[config.mk]
export PLATFORM = sky130hd
export DESIGN_NAME = seg_scan_ctrl_flat
export DESIGN_NICKNAME = d
export VERILOG_FILES = /design/src/rtl/seg_pkg.sv /design/src/rtl/seg_scan_ctrl_if.sv /design/src/rtl/decoder.sv /design/src/rtl/seg_scan_ctrl.sv /design/src/flat_wrapper.sv
export SDC_FILE = /design/constraint.sdc
export NUM_CORES = 1
export LEC_CHECK = 0
export CAP_MARGIN = 25
export CORE_ASPECT_RATIO = 0.6
export CORE_MARGIN = 10
export CORE_UTILIZATION = 60
export DETAILED_ROUTE_END_ITERATION = 7
export PLACE_DENSITY_LB_ADDON = 0.15
export SLEW_MARGIN = 20
export SYNTH_ARGS = -nofsm -noshare
export SYNTH_HDL_FRONTEND = slang
export SYNTH_SLANG_ARGS = --single-unit
[constraint.sdc]
create_clock -name clk -period 4.5 [get_ports clk]
set_clock_uncertainty 0.05 [all_clocks]
set_input_delay 0.9 -clock clk [delete_from_list [all_inputs] [get_ports clk]]
set_output_delay 0.9 -clock clk [all_outputs]
set_load 0.02 [all_outputs]
[src/rtl/seg_pkg.sv]
// Shared constants and types for the segment scan controller.
// Latency: n/a (declarations only).
// Backpressure: n/a.
// Contents: BCD digit width, active-low g..a segment codes, scan state enum.
package seg_pkg;

    localparam int BCD_W = 4;

    // Active-low segment patterns, bit6..0 = g..a
    localparam logic [6:0] SEG_BLANK = 7'h7F;
    localparam logic [6:0] SEG_0     = 7'b1000000;
    localparam logic [6:0] SEG_1     = 7'b1111001;
    localparam logic [6:0] SEG_2     = 7'b0100100;
    localparam logic [6:0] SEG_3     = 7'b0110000;
    localparam logic [6:0] SEG_4     = 7'b0011001;
    localparam logic [6:0] SEG_5     = 7'b0010010;
    localparam logic [6:0] SEG_6     = 7'b0000010;
    localparam logic [6:0] SEG_7     = 7'b1111000;
    localparam logic [6:0] SEG_8     = 7'b0000000;
    localparam logic [6:0] SEG_9     = 7'b0010000;

    typedef enum logic {
        S_GUARD,
        S_DWELL
    } scan_state_t;

endpackage

[src/rtl/seg_scan_ctrl_if.sv]
// Bus bundle between the BCD producer and the scan controller / display pins.
// Latency: n/a (wiring only).
// Backpressure: none; load is a fire-and-forget strobe.
// Ports: master drives enable/load/digits_in and observes seg/an/pending/frame_tick;
//        slave is the controller side.
interface seg_scan_ctrl_if
    import seg_pkg::*;
#(
    parameter int NUM_DIGITS = 4
) ();

    logic                          enable;
    logic                          load;
    logic [BCD_W*NUM_DIGITS-1:0]   digits_in;
    logic [6:0]                    seg;
    logic [NUM_DIGITS-1:0]         an;
    logic                          pending;
    logic                          frame_tick;

    modport master (
        output enable, load, digits_in,
        input  seg, an, pending, frame_tick
    );

    modport slave (
        input  enable, load, digits_in,
        output seg, an, pending, frame_tick
    );

endinterface

[src/rtl/decoder.sv]
// BCD to active-low 7-segment decoder; codes 10..15 decode to blank.
// Latency: combinational.
// Backpressure: none.
// Ports: m = BCD digit in, seg = active-low g..a out.
module decoder
    import seg_pkg::*;
(
    input  logic [BCD_W-1:0] m,
    output logic [6:0]       seg
);

    always_comb begin
        seg = SEG_BLANK;
        case (m)
            4'd0:    seg = SEG_0;
            4'd1:    seg = SEG_1;
            4'd2:    seg = SEG_2;
            4'd3:    seg = SEG_3;
            4'd4:    seg = SEG_4;
            4'd5:    seg = SEG_5;
            4'd6:    seg = SEG_6;
            4'd7:    seg = SEG_7;
            4'd8:    seg = SEG_8;
            4'd9:    seg = SEG_9;
            default: seg = SEG_BLANK;
        endcase
    end

endmodule

[src/rtl/seg_scan_ctrl.sv]
// Multiplexed 7-segment scan controller with guard blanking and frame-synchronous update.
// Latency: seg/an/frame_tick registered, one cycle behind the scan state; staged loads land at frame end.
// Backpressure: none; later loads before the frame boundary overwrite earlier staged ones.
// Ports: clk, rst (async, active-high), bus (slave modport: enable, load, digits_in, seg, an,
//        pending, frame_tick). Optional macro SEG_LZ_BLANK_EN enables leading-zero blanking.
module seg_scan_ctrl
    import seg_pkg::*;
#(
    parameter int NUM_DIGITS   = 4,
    parameter int DWELL_CYCLES = 50000,
    parameter int GUARD_CYCLES = 500
) (
    input  logic              clk,
    input  logic              rst,
    seg_scan_ctrl_if.slave    bus
);

    localparam int MAX_CYC = (DWELL_CYCLES > GUARD_CYCLES) ? DWELL_CYCLES : GUARD_CYCLES;
    localparam int CNT_W   = $clog2(MAX_CYC + 1);
    localparam int IDX_W   = $clog2(NUM_DIGITS);
    localparam int DIG_W   = BCD_W * NUM_DIGITS;

    localparam logic [CNT_W-1:0] DWELL_LAST = CNT_W'(DWELL_CYCLES - 1);
    localparam logic [CNT_W-1:0] GUARD_LAST = CNT_W'((GUARD_CYCLES > 0) ? GUARD_CYCLES - 1 : 0);
    localparam logic [IDX_W-1:0] IDX_LAST   = IDX_W'(NUM_DIGITS - 1);
    // With no guard the scan goes straight from one dwell into the next.
    localparam scan_state_t START_STATE = (GUARD_CYCLES == 0) ? S_DWELL : S_GUARD;

    scan_state_t       state, state_nxt;
    logic [CNT_W-1:0]  cnt, cnt_nxt;
    logic [IDX_W-1:0]  idx, idx_nxt;
    logic              frame_end;

    logic [DIG_W-1:0]  shadow, shadow_nxt;
    logic [DIG_W-1:0]  staged, staged_nxt;
    logic              pending_q, pending_nxt;

    logic [6:0]            seg_q;
    logic [NUM_DIGITS-1:0] an_q;
    logic                  frame_tick_q;

    logic [BCD_W-1:0]      cur_digit;
    logic                  cur_blank;
    logic [6:0]            dec_seg;
    logic [NUM_DIGITS-1:0] lz_mask;

    // ---------------- scan FSM ----------------
    always_ff @(posedge clk or posedge rst) begin
        if (rst) begin
            state <= START_STATE;
            cnt   <= '0;
            idx   <= '0;
        end else begin
            state <= state_nxt;
            cnt   <= cnt_nxt;
            idx   <= idx_nxt;
        end
    end

    always_comb begin
        state_nxt = state;
        cnt_nxt   = cnt + 1'b1;
        idx_nxt   = idx;
        frame_end = 1'b0;
        if (!bus.enable) begin
            state_nxt = START_STATE;
            cnt_nxt   = '0;
            idx_nxt   = '0;
        end else begin
            case (state)
                S_GUARD: begin
                    if (cnt == GUARD_LAST) begin
                        state_nxt = S_DWELL;
                        cnt_nxt   = '0;
                    end
                end
                S_DWELL: begin
                    if (cnt == DWELL_LAST) begin
                        state_nxt = START_STATE;
                        cnt_nxt   = '0;
                        idx_nxt   = (idx == IDX_LAST) ? '0 : idx + 1'b1;
                        frame_end = (idx == IDX_LAST);
                    end
                end
                default: begin
                    state_nxt = START_STATE;
                    cnt_nxt   = '0;
                end
            endcase
        end
    end

    // ---------------- double buffer ----------------
    // The boundary is the cycle in which frame_tick is high. While disabled every
    // cycle is a boundary, so loads go straight to the shadow register.
    always_comb begin
        shadow_nxt  = shadow;
        staged_nxt  = staged;
        pending_nxt = pending_q;
        if (bus.load) begin
            staged_nxt = bus.digits_in;
        end
        if (!bus.enable || frame_tick_q) begin
            if (bus.load) begin
                shadow_nxt = bus.digits_in;
            end else if (pending_q) begin
                shadow_nxt = staged;
            end
            pending_nxt = 1'b0;
        end else if (bus.load) begin
            pending_nxt = 1'b1;
        end
    end

    always_ff @(posedge clk or posedge rst) begin
        if (rst) begin
            shadow    <= {NUM_DIGITS{4'hF}};
            staged    <= {NUM_DIGITS{4'hF}};
            pending_q <= 1'b0;
        end else begin
            shadow    <= shadow_nxt;
            staged    <= staged_nxt;
            pending_q <= pending_nxt;
        end
    end

    // ---------------- digit select / decode ----------------
    // Decode from the next shadow value so a swap at the boundary edge is
    // already visible in the segment register it loads alongside.
`ifdef SEG_LZ_BLANK_EN
    always_comb begin : lz_calc
        logic zero_above;
        zero_above = 1'b1;
        lz_mask    = '0;
        for (int i = NUM_DIGITS - 1; i >= 1; i--) begin
            zero_above = zero_above && (shadow_nxt[i*BCD_W +: BCD_W] == 4'd0);
            lz_mask[i] = zero_above;
        end
    end
`else
    assign lz_mask = '0;
`endif

    always_comb begin
        cur_digit = '0;
        cur_blank = 1'b0;
        for (int i = 0; i < NUM_DIGITS; i++) begin
            if (idx == IDX_W'(i)) begin
                cur_digit = shadow_nxt[i*BCD_W +: BCD_W];
                cur_blank = lz_mask[i];
            end
        end
    end

    decoder u_decoder (
        .m   (cur_digit),
        .seg (dec_seg)
    );

    // ---------------- registered pin drivers ----------------
    always_ff @(posedge clk or posedge rst) begin
        if (rst) begin
            seg_q        <= SEG_BLANK;
            an_q         <= '1;
            frame_tick_q <= 1'b0;
        end else if (!bus.enable) begin
            seg_q        <= SEG_BLANK;
            an_q         <= '1;
            frame_tick_q <= 1'b0;
        end else begin
            frame_tick_q <= frame_end;
            if (state == S_DWELL) begin
                an_q  <= ~(NUM_DIGITS'(1) << idx);
                seg_q <= cur_blank ? SEG_BLANK : dec_seg;
            end else begin
                an_q  <= '1;
                seg_q <= SEG_BLANK;
            end
        end
    end

    assign bus.seg        = seg_q;
    assign bus.an         = an_q;
    assign bus.pending    = pending_q;
    assign bus.frame_tick = frame_tick_q;

endmodule

[src/flat_wrapper.sv]
// flat-port wrapper written by rule: the top's interface ports become plain ports
module seg_scan_ctrl_flat import seg_pkg::*;
#(
    parameter int NUM_DIGITS   = 4,
    parameter int DWELL_CYCLES = 50000,
    parameter int GUARD_CYCLES = 500
)
  (clk, rst, bus_enable, bus_load, bus_digits_in, bus_seg, bus_an, bus_pending, bus_frame_tick);
  seg_scan_ctrl_if #(.NUM_DIGITS(NUM_DIGITS)) bus_i ();
  input  logic clk;
  input  logic rst;
  input wire logic [$bits(bus_i.enable)-1:0] bus_enable;
  input wire logic [$bits(bus_i.load)-1:0] bus_load;
  input wire logic [$bits(bus_i.digits_in)-1:0] bus_digits_in;
  output wire logic [$bits(bus_i.seg)-1:0] bus_seg;
  output wire logic [$bits(bus_i.an)-1:0] bus_an;
  output wire logic [$bits(bus_i.pending)-1:0] bus_pending;
  output wire logic [$bits(bus_i.frame_tick)-1:0] bus_frame_tick;
  assign bus_i.enable = bus_enable;
  assign bus_i.load = bus_load;
  assign bus_i.digits_in = bus_digits_in;
  assign bus_seg = bus_i.seg;
  assign bus_an = bus_i.an;
  assign bus_pending = bus_i.pending;
  assign bus_frame_tick = bus_i.frame_tick;
  seg_scan_ctrl #(.NUM_DIGITS(NUM_DIGITS), .DWELL_CYCLES(DWELL_CYCLES), .GUARD_CYCLES(GUARD_CYCLES)) u_core (.clk(clk), .rst(rst), .bus(bus_i));
endmodule
==> metrics.txt <==
DP Worst Slack=637.6 ps; final setup violation count=0; routability cong.=0.8471; global route hottest layer=met2; sequential-to-total area share from yosys stat=0.5540; final worst-path cycle share=0.7851; Top Ports=33; post-CTS setup buffers=0; Layout Nets=321; Clock Sinks=64; met2 Use GR=0.2174; GR Util met3=0.06984; post-synthesis cell type count=42; Die ar.=8295 um^2; Slew Limit Headroom=0.4303; total number of vias=1974; routed vias/inst=5.499; Final Hold Fails=0; worst setup margin=966.8 ps; P_leak=0.001492 uW; M1 GR Usage=0.2149; CTS tree=built; drt initial violations=110; CP peak stage delay=570 ps; Critical Path Source Type=primary input; cts hold-fix bufs=0; critical path cell sequence=clkdlybuf4s50_1 > nor2b_4 > nor2_4 > mux2_2 > a221o_1 > a22oi_4 > inv_1 > ha_1 > inv_1 > mux2i_1 > a32oi_1; Ys Warns=0; final WL=6131 um; Post-route DRC=0; crit path max-delay cell type=clkdlybuf4s50_1; clock latency on the worst-skew pair=340 ps; Synth Register Bits=64; grt total ovfl=0; layout cells sized above 1=0.3243; cell count after synthesis=253; min Tclk post-route=3533 ps; RSZ-0062 raised after global routing=false; Overall Global Routing Usage=0.1559; PwrDens=365.0 nW/um^2; largest net degree at the start of global routing=37; die height=74.66 um; worst vdd ir=261.9 uV; Worst Path Max Fanout=14; row count=19; Crit Path Category=in -> reg; Worst Tran Pin Value=850.9 ps; First-pass DRT Iterations=4; WL per Instance=17.08 um; Root Buffer=clkbuf_8; Worst Hold Class=reg -> reg; hold_ws=412.0 ps; area growth from synthesis to layout=18.76%; Post-Syn Area=2988 um^2; DRT antenna net count=0; number of global-route vias before repair=1996; Final Max Tran Viols=0; Req. time, crit path=4710 ps; CTS clk-pin slew, worst paths=70 ps; Worst Setup End Kind=flip-flop; Bufs on Longest Clock Path=2; Most common cell on crit path=inv_1; setup_tns=0 ps; EDFF count, synth=0; crit path DAT=3740 ps; Synth Area per Inst=11.81 um^2; Max Cap Viol=0; Num CTS Buffers=9; I/O Buffers=32; asr flop ratio synth=1.000; DP HPWL=4515 um; ANT cells=0; first-pass GRT wire length=10330 um; dominant synthesized flop cell=dfstp_2; maximum clock frequency=0.2830 GHz; H-tree lvl count=3; initial core utilization=0.6380; initial antenna violation count=0; Die W=111.1 um; status=completed; # resized after CTS=0; Mapped Nets=283; core area=4683 um^2
cells by family (layout without fill, tap and decap cells):
logic type	count (synthesis)	in the layout	share of synthesized area
adder cells (fa/ha/maj)	10	10	0.04188
multiplexers	35	35	0.1302
AND/OR/NAND/NOR	78	78	0.1315
buffers and inverters	22	65	0.03140
flip-flops	64	64	0.5540
AO/OA/AOI/OAI	31	31	0.07287
XOR/XNOR	13	13	0.03811
cell usage in the layout, fill, tap and decap left out, drive strengths merged, types with 9 or more instances in the layout:
cell | synthesis | routed
clkbuf | 4 | 10
a21oi | 9 | 9
nor2 | 26 | 26
inv | 14 | 16
ha | 10 | 10
dfstp | 43 | 43
dfrtp | 21 | 21
xor2 | 10 | 10
nand2 | 18 | 18
clkdlybuf4s50 | 0 | 32
mux2 | 28 | 28
power breakdown:
| group | leakage [uW] | internal (uW) | switching, uW | total, uW |
|---|---|---|---|---|
| sequential | 0.000742 | 650 | 14.3 | 665 |
| clock | 0.0000969 | 217 | 228 | 445 |
| combinational | 0.000654 | 87.9 | 98.1 | 186 |
| total | 0.00149 | 955 | 341 | 1300 |
layout make-up:
class	count	area [um^2]
tap	63	78.83
timing repair buffer	35	342.8
sequential	64	1655
clock inverter	6	42.54
clock buffer	10	137.6
fill	319	1135
inverter	14	52.55
multi-input combinational	167	1239
layer usage:
layer | vias up | share of wire
met5 | - | 0
met4 | 0 | 0.0095
met3 | 9 | 0.067
met2 | 51 | 0.42
met1 | 969 | 0.50
li1 | 945 | -
synthesized netlist by cell type, types with 2 or more instances:
cell type | number | area (um^2)
nor2_1 | 25 | 93.84
a22oi_1 | 3 | 22.52
inv_1 | 14 | 52.55
dfrtp_1 | 21 | 525.5
nand2b_1 | 2 | 12.51
a221o_1 | 2 | 20.02
xor2_1 | 10 | 87.58
nand2_1 | 18 | 67.56
nor2b_1 | 5 | 31.28
mux2i_1 | 7 | 70.07
a221oi_1 | 2 | 17.52
mux2_2 | 27 | 304.0
buf_2 | 3 | 15.01
a31oi_1 | 3 | 18.77
o21ai_0 | 4 | 20.02
ha_1 | 10 | 125.1
a21oi_1 | 9 | 45.04
dfstp_2 | 43 | 1130
nand3_1 | 6 | 30.03
and2_1 | 3 | 18.77
xnor2_1 | 3 | 26.28
nand4_1 | 4 | 25.02
clkbuf_1 | 4 | 15.01
nor4_1 | 2 | 12.51
and3_1 | 6 | 37.54
metrics by stage:
stage                     power (uW)    util  instance area (um^2)  cells
after floorplan                804.2       -                  2988    253
after global placement         851.7  0.7176                  3361    342
after detailed placement       860.9  0.7192                  3368    343
after CTS                       1306  0.7577                  3548    359
after global routing            1358  0.7577                  3548    359
final                           1295  0.7577                  3548    359
worst paths after layout:
| kind | startpoint | end | slack, ps | depth (start not counted) |
|---|---|---|---|---|
| min reg2reg | u_core.cnt[0]$_DFF_PP0_ | u_core.cnt[0]$_DFF_PP0_ | 410 | 1 |
| min in group asynchronous | rst | u_core.cnt[13]$_DFF_PP0_ | 890 | 2 |
| max reg2reg | u_core.bus.pending$_DFFE_PP0P_ | u_core.bus.seg[4]$_DFF_PP1_ | 1770 | 10 |
| min | u_core.cnt[0]$_DFF_PP0_ | u_core.cnt[0]$_DFF_PP0_ | 410 | 1 |
| max | bus_enable | u_core.bus.seg[4]$_DFF_PP1_ | 970 | 11 |
| max in group asynchronous | rst | u_core.bus.seg[6]$_DFF_PP1_ | 2620 | 3 |
state kept, by name, indices dropped and copies added, names as in the netlist:
| name | count |
|---|---|
| u_core.idx | 2 |
| u_core.bus.pending | 1 |
| u_core.shadow | 16 |
| u_core.bus.frame_tick | 1 |
| u_core.staged | 16 |
| u_core.bus.seg | 7 |
| u_core.cnt | 16 |
| u_core.state | 1 |
| u_core.bus.an | 4 |
worst max-delay path, delay by kind of cell:
family	cells	cell delay, ps
compound gates	3	800
fa+ha+maj	1	230
mux	2	450
buf+inv	3	760
simple gates	2	600
(Power assumes the default switching activity.)
